--- config.mk ---
export PLATFORM = sky130hd
export DESIGN_NAME = ctrl_flow_initiator
export DESIGN_NICKNAME = d
export VERILOG_FILES = /design/src/rtl/ctrl_flow_pkg.sv /design/src/rtl/sat_counter8.sv /design/src/rtl/ctrl_flow_initiator.sv
export SDC_FILE = /design/constraint.sdc
export NUM_CORES = 1
export LEC_CHECK = 0
export ABC_CLOCK_PERIOD_IN_PS = 2300
export CORE_ASPECT_RATIO = 1.25
export CORE_UTILIZATION = 45
export CTS_CLUSTER_DIAMETER = 30
export CTS_CLUSTER_SIZE = 28
export DETAILED_ROUTE_END_ITERATION = 10
export GPL_TIMING_DRIVEN = 0
export PLACE_DENSITY = 0.77
export SLEW_MARGIN = 5
export SYNTH_ARGS = -nofsm -noshare
export SYNTH_HDL_FRONTEND = slang
export SYNTH_SLANG_ARGS = --single-unit
--- constraint.sdc ---
create_clock -name clk -period 2.3 [get_ports clk]
set_input_delay 0.345 -clock clk [delete_from_list [all_inputs] [get_ports clk]]
set_output_delay 0.345 -clock clk [all_outputs]
set_load 0.005 [all_outputs]
--- src/rtl/ctrl_flow_pkg.sv ---
// Shared definitions for the control-flow initiator and its responder.
package ctrl_flow_pkg;

  // Commands understood by the responder.
  localparam logic [2:0] CMD_NOP  = 3'b000;
  localparam logic [2:0] CMD_READ = 3'b001;
  localparam logic [2:0] CMD_PROC = 3'b010;

  // Initiator transaction states.
  typedef enum logic [2:0] {
    I_IDLE,
    I_ARM,
    I_ISSUE,
    I_DATA,
    I_WAIT,
    I_SEEN,
    I_FIN
  } init_state_e;

endpackage

--- src/rtl/sat_counter8.sv ---
// 8-bit event counter that sticks at 8'hFF instead of wrapping.
module sat_counter8 (
  input  logic       clk,
  input  logic       rst_n,
  input  logic       inc,
  output logic [7:0] count
);

  logic [7:0] count_q, count_d;

  // Next count: step on inc unless already saturated.
  always_comb begin
    count_d = count_q;
    if (inc && (count_q != 8'hFF)) count_d = count_q + 8'd1;
  end

  // Count register.
  always_ff @(posedge clk or negedge rst_n) begin
    if (!rst_n) count_q <= 8'h00;
    else        count_q <= count_d;
  end

  assign count = count_q;

endmodule

--- src/rtl/ctrl_flow_initiator.sv ---
// Initiator: issues one READ or PROCESS command to the responder, waits for
// its IDLE->busy->WRITE handshake (or ERROR / timeout) and reports the outcome.
module ctrl_flow_initiator
  import ctrl_flow_pkg::*;
#(
  parameter logic [7:0] TIMEOUT_CYCLES = 8'd64
) (
  input  logic        clk,
  input  logic        rst_n,
  input  logic        start,
  input  logic        mode,
  input  logic [15:0] seed,
  output logic [2:0]  cmd,
  output logic [15:0] tx_data,
  output logic        tx_valid,
  input  logic [15:0] rsp_data,
  input  logic        rsp_ready,
  input  logic        rsp_error,
  output logic        busy,
  output logic        done,
  output logic [15:0] result,
  output logic        fail,
  output logic        timed_out,
  output logic [7:0]  txn_count,
  output logic [7:0]  err_count
);

  init_state_e state_q, state_d;
  logic        mode_q, mode_d;
  logic [15:0] seed_q, seed_d;
  logic [7:0]  wcnt_q, wcnt_d;
  logic [15:0] result_q, result_d;
  logic        fail_q, fail_d;
  logic        tout_q, tout_d;
  logic [7:0]  wcnt_inc;
  logic        tmo_hit;

  // The counter is compared after its increment so the FIN transition lands
  // exactly TIMEOUT_CYCLES cycles after entering I_WAIT; >= keeps the check
  // armed in I_SEEN if the WAIT->SEEN move won the tie.
  assign wcnt_inc = wcnt_q + 8'd1;
  assign tmo_hit  = (wcnt_inc >= TIMEOUT_CYCLES);

  // Next-state, datapath updates and command-bus drive.
  always_comb begin
    state_d  = state_q;
    mode_d   = mode_q;
    seed_d   = seed_q;
    wcnt_d   = wcnt_q;
    result_d = result_q;
    fail_d   = fail_q;
    tout_d   = tout_q;
    cmd      = CMD_NOP;
    tx_valid = 1'b0;
    tx_data  = 16'h0000;
    unique case (state_q)
      I_IDLE: begin
        if (start) begin
          mode_d  = mode;
          seed_d  = seed;
          fail_d  = 1'b0;
          tout_d  = 1'b0;
          state_d = I_ARM;
        end
      end
      I_ARM: begin
        if (rsp_ready) state_d = I_ISSUE;
      end
      I_ISSUE: begin
        wcnt_d = 8'h00;
        if (mode_q) begin
          cmd     = CMD_PROC;
          state_d = I_WAIT;
        end else begin
          cmd      = CMD_READ;
          tx_valid = 1'b1;
          tx_data  = seed_q;
          state_d  = I_DATA;
        end
      end
      I_DATA: begin
        tx_valid = 1'b1;
        tx_data  = seed_q;
        wcnt_d   = 8'h00;
        state_d  = I_WAIT;
      end
      I_WAIT: begin
        wcnt_d = wcnt_inc;
        if (rsp_error) begin
          fail_d  = 1'b1;
          state_d = I_FIN;
        end else if (!rsp_ready) begin
          state_d = I_SEEN;
        end else if (tmo_hit) begin
          fail_d  = 1'b1;
          tout_d  = 1'b1;
          state_d = I_FIN;
        end
      end
      I_SEEN: begin
        wcnt_d = wcnt_inc;
        if (rsp_error) begin
          fail_d  = 1'b1;
          state_d = I_FIN;
        end else if (rsp_ready) begin
          result_d = rsp_data;
          fail_d   = 1'b0;
          state_d  = I_FIN;
        end else if (tmo_hit) begin
          fail_d  = 1'b1;
          tout_d  = 1'b1;
          state_d = I_FIN;
        end
      end
      I_FIN: begin
        state_d = I_IDLE;
      end
      default: state_d = I_IDLE;
    endcase
  end

  // State and datapath registers; reset drops any in-flight transaction.
  always_ff @(posedge clk or negedge rst_n) begin
    if (!rst_n) begin
      state_q  <= I_IDLE;
      mode_q   <= 1'b0;
      seed_q   <= 16'h0000;
      wcnt_q   <= 8'h00;
      result_q <= 16'h0000;
      fail_q   <= 1'b0;
      tout_q   <= 1'b0;
    end else begin
      state_q  <= state_d;
      mode_q   <= mode_d;
      seed_q   <= seed_d;
      wcnt_q   <= wcnt_d;
      result_q <= result_d;
      fail_q   <= fail_d;
      tout_q   <= tout_d;
    end
  end

  // fail/timed_out are set on the way into I_FIN, so they are valid with
  // done and hold until the next accepted start.
  assign busy      = (state_q != I_IDLE);
  assign done      = (state_q == I_FIN);
  assign result    = result_q;
  assign fail      = fail_q;
  assign timed_out = tout_q;

  sat_counter8 u_txn_cnt (
    .clk   (clk),
    .rst_n (rst_n),
    .inc   (done),
    .count (txn_count)
  );

  sat_counter8 u_err_cnt (
    .clk   (clk),
    .rst_n (rst_n),
    .inc   (done && fail_q),
    .count (err_count)
  );

endmodule

==> impl_metrics.env <==
export IMPL_drive_gt1_share_pct=26.53
export IMPL_max_cap_violations=0
export IMPL_synth_area_um2=3188
export IMPL_synth_top_cell_area_share_pct=48.67
export IMPL_hold_viol=0
export IMPL_first_global_vias=2389
export IMPL_cpMaxStageDelayCell="dfrtp_1"
export IMPL_final_util_pct=67.25
export IMPL_wirelength_um=6747
export IMPL_floorplan_rows=33
export IMPL_fmax_mhz=447.6
export IMPL_numClockSinks=62
export IMPL_arrival_ns=1.89
export IMPL_synth_top_family_by_area="multiplexers"
export IMPL_grt_first_pass_wirelength_um=10890
export IMPL_postRouteAntennaNets=0
export IMPL_async_flop_share_pct=100.0
export IMPL_drc=0
export IMPL_coreArea_um2=6689
export IMPL_yosysMostFrequentCell="dfrtp_1"
export IMPL_synth_distinct_cells=45
export IMPL_met3_usage_pct=5.972
export IMPL_layout_nets=416
export IMPL_syn_nets=304
export IMPL_critPathKind="flop to output pin"
export IMPL_tritoncts="yes"
export IMPL_die_x_um=77.29
export IMPL_port_buffers=91
export IMPL_synth_xor_xnor_area_share_pct=4.121
export IMPL_worstSetupEndpointType="output pin"
export IMPL_required_ns=1.96
export IMPL_die_height_um=96.11
export IMPL_fin_crit_sh_pct=97.15
export IMPL_synth_largest_area_cell="dfrtp_1"
export IMPL_path_max_fanout=6
export IMPL_grt_max_degree=63
export IMPL_relSlewSlack_pct=47.82
export IMPL_cts_buffer_depth=2
export IMPL_routed_via_density=5.222
export IMPL_first_pass_iters=4
export IMPL_pwr_share_comb_pct=39.7
export IMPL_use_met2_pct=32.96
export IMPL_synth_common_cells="62 x dfrtp_1, 19 x mux2_4, 18 x mux2_2"
export IMPL_routedWlPerCell_um=14.54
export IMPL_period_minus_slack_ns=2.234
export IMPL_dieArea_um2=7427
export IMPL_power_total_mw=4.797
export IMPL_initial_core_util_pct=47.66
export IMPL_p_leak_nw=2.121
export IMPL_power_share_clock_pct=24.6
export IMPL_switchingPower_mw=1.420
export IMPL_cts_clk_slew_worst_paths_ns=0.08
export IMPL_startpoint_type="flop"
export IMPL_synth_cells=260
export IMPL_status="finished clean"
export IMPL_power_density_nw_per_um2=1066
export IMPL_ios=94
export IMPL_met1_usage_pct=21.66
export IMPL_setup_tns_ns=0
export IMPL_final_setup_skew_ns=0.01146
export IMPL_syn_to_final_growth_pct=41.09
export IMPL_vias=2423
export IMPL_synthTopCellsByArea="dfrtp_1 49%, mux2_4 8.9%, mux2_2 6.4%"
export IMPL_setup_viol=0
export IMPL_cpMostUsedCell="buf_6"
export IMPL_antenna_cells=0
export IMPL_synth_mux_area_share_pct=15.93
export IMPL_tightest_slew_ns=0.7827
export IMPL_place_area_um2=4205
export IMPL_place_congestion=0.8104
export IMPL_synth_seq_cells=62
export IMPL_synthAdderAreaFrac_pct=2.355
export IMPL_syn_avg_cell_area_um2=12.26
export IMPL_synth_simple_area_share_pct=14.91
export IMPL_synth_compound_area_share_pct=9.537
export IMPL_htree_num_levels=3
export IMPL_path_cells="buf_6, inv_1, ha_1, and3_4, buf_6, buf_6, buf_4, and2_1, buf_2"
export IMPL_drt_iter0_drc=82
export IMPL_post_route_cell_area_um2=4498
export IMPL_track_usage_pct=19.08
export IMPL_synth_seq_area_share_pct=48.67
export IMPL_seqPwrFrac_pct=35.8
export IMPL_grt_busiest_layer="met2"
export IMPL_ys_flop_type="dfrtp_1"
export IMPL_vdd_drop_max_mv=0.6235
export IMPL_cts_root_buffer="clkbuf_8"
export IMPL_ys_warn_count=0
export IMPL_switching_share_pct=29.59
export IMPL_cts_buffers=9
export IMPL_grt_antenna_before_repair=0
export IMPL_drv_slew=0
export IMPL_synth_edf_count=0
export IMPL_overflow=0
export IMPL_hold_path_class="input port to async pin"
export IMPL_hpwlAfterDp_um=4584
export IMPL_clkLatencyLatePin_ns=0.34
export IMPL_cp_slowest_stage_delay_ns=0.41
export IMPL_intPower_mw=3.377
export IMPL_whs_ns=0.07224
logic make-up after synthesis:
kind of cell | count (synthesis)
simple gates | 79
flops | 62
mux | 39
compound gates | 38
buf+inv | 20
xor+xnor | 15
fa+ha+maj | 6
other cells | 1
critical path, delay by kind of cell (launching register included):
family	cells	cell delay (ns)
and+or+nand+nor	2	0.30
buffers and inverters	6	0.67
DFF	1	0.41
adders and majority gates	1	0.18
final timing paths:
path                                                startpoint                        endpoint  slack [ns]  cells after the start
worst max register to register          state_q[2]$_DFFE_PN0P_          state_q[0]$_DFFE_PN0P_        0.45                      7
max in group asynchronous                                rst_n           wcnt_q[2]$_DFFE_PN0P_        1.70                      1
worst min-delay path                                     rst_n  u_txn_cnt.count[5]$_DFFE_PN0P_        0.07                      1
worst max-delay path                    state_q[2]$_DFFE_PN0P_                     tx_data[10]        0.07                      9
min in group clk                                     rsp_ready          state_q[0]$_DFFE_PN0P_        0.47                      4
worst min register to register  u_err_cnt.count[7]$_DFFE_PN0P_  u_err_cnt.count[7]$_DFFE_PN0P_        0.50                      1
final cells by class:
| class | count | area [um2] |
|---|---|---|
| Sequential cell | 62 | 1551 |
| Tap cell | 87 | 108.9 |
| Clock buffer | 10 | 137.6 |
| Timing Repair Buffer | 102 | 939.7 |
| Fill cell | 505 | 2191 |
| Buffer | 12 | 117.6 |
| Inverter | 7 | 26.28 |
| Clock inverter | 6 | 108.9 |
| Multi-Input combinational cell | 178 | 1508 |
sequential cells by signal, summed over array words and instances, names as in the netlist:
register and cells:
fail 1, u_err_cnt.count 8, mode_q 1, result 16
u_txn_cnt.count 8, seed_q 16, timed_out 1, wcnt_q 8
state_q 3
stage by stage:
step	worst slack [ns]	cells
2_1_floorplan	0.5204	260
3_3_place_gp	-1.157	438
3_5_place_dp	-0.1439	438
4_1_cts	-0.05588	464
5_1_grt	-0.007172	464
6_report	0.06566	464
per-layer routing:
metal | vias to the layer above | wire [um]
met5 | - | 0
met4 | 0 | 116
met3 | 15 | 433
met2 | 89 | 3430
met1 | 1171 | 2766
li1 | 1148 | -
timing repair:
action	in CTS	in global routing
hold buffers	0	0
setup buffers	10	1
gates resized for setup	45	3
setup endpoints to repair	18	13
power by group through the flow:
stage          clock (mW)  sequential [mW]  combinational [mW]
6_report             1.18             1.72                1.90
5_1_grt              1.25             1.77                2.06
4_1_cts              1.20             1.71                1.92
3_3_place_gp            0             1.71                1.79
2_1_floorplan           0             1.70                1.10
3_5_place_dp            0             1.73                1.82
layout by cell type, fill, tap and decap left out, types with 9 or more instances in the layout:
cell type        Yosys  layout
clkdlybuf4s50_1      0      73
dfrtp_1             62      62
mux2_4              19      19
mux2_2              18      18
and2_1              16      16
nand2_1             15      15
buf_4                2      13
nand3_1             10      10
o21ai_0             10      10
clkbuf_8             0      10
buf_6                7       9
nor2_1               9       9
dlygate4sd2_1        0       9
Power figures use the tool's default switching activity.
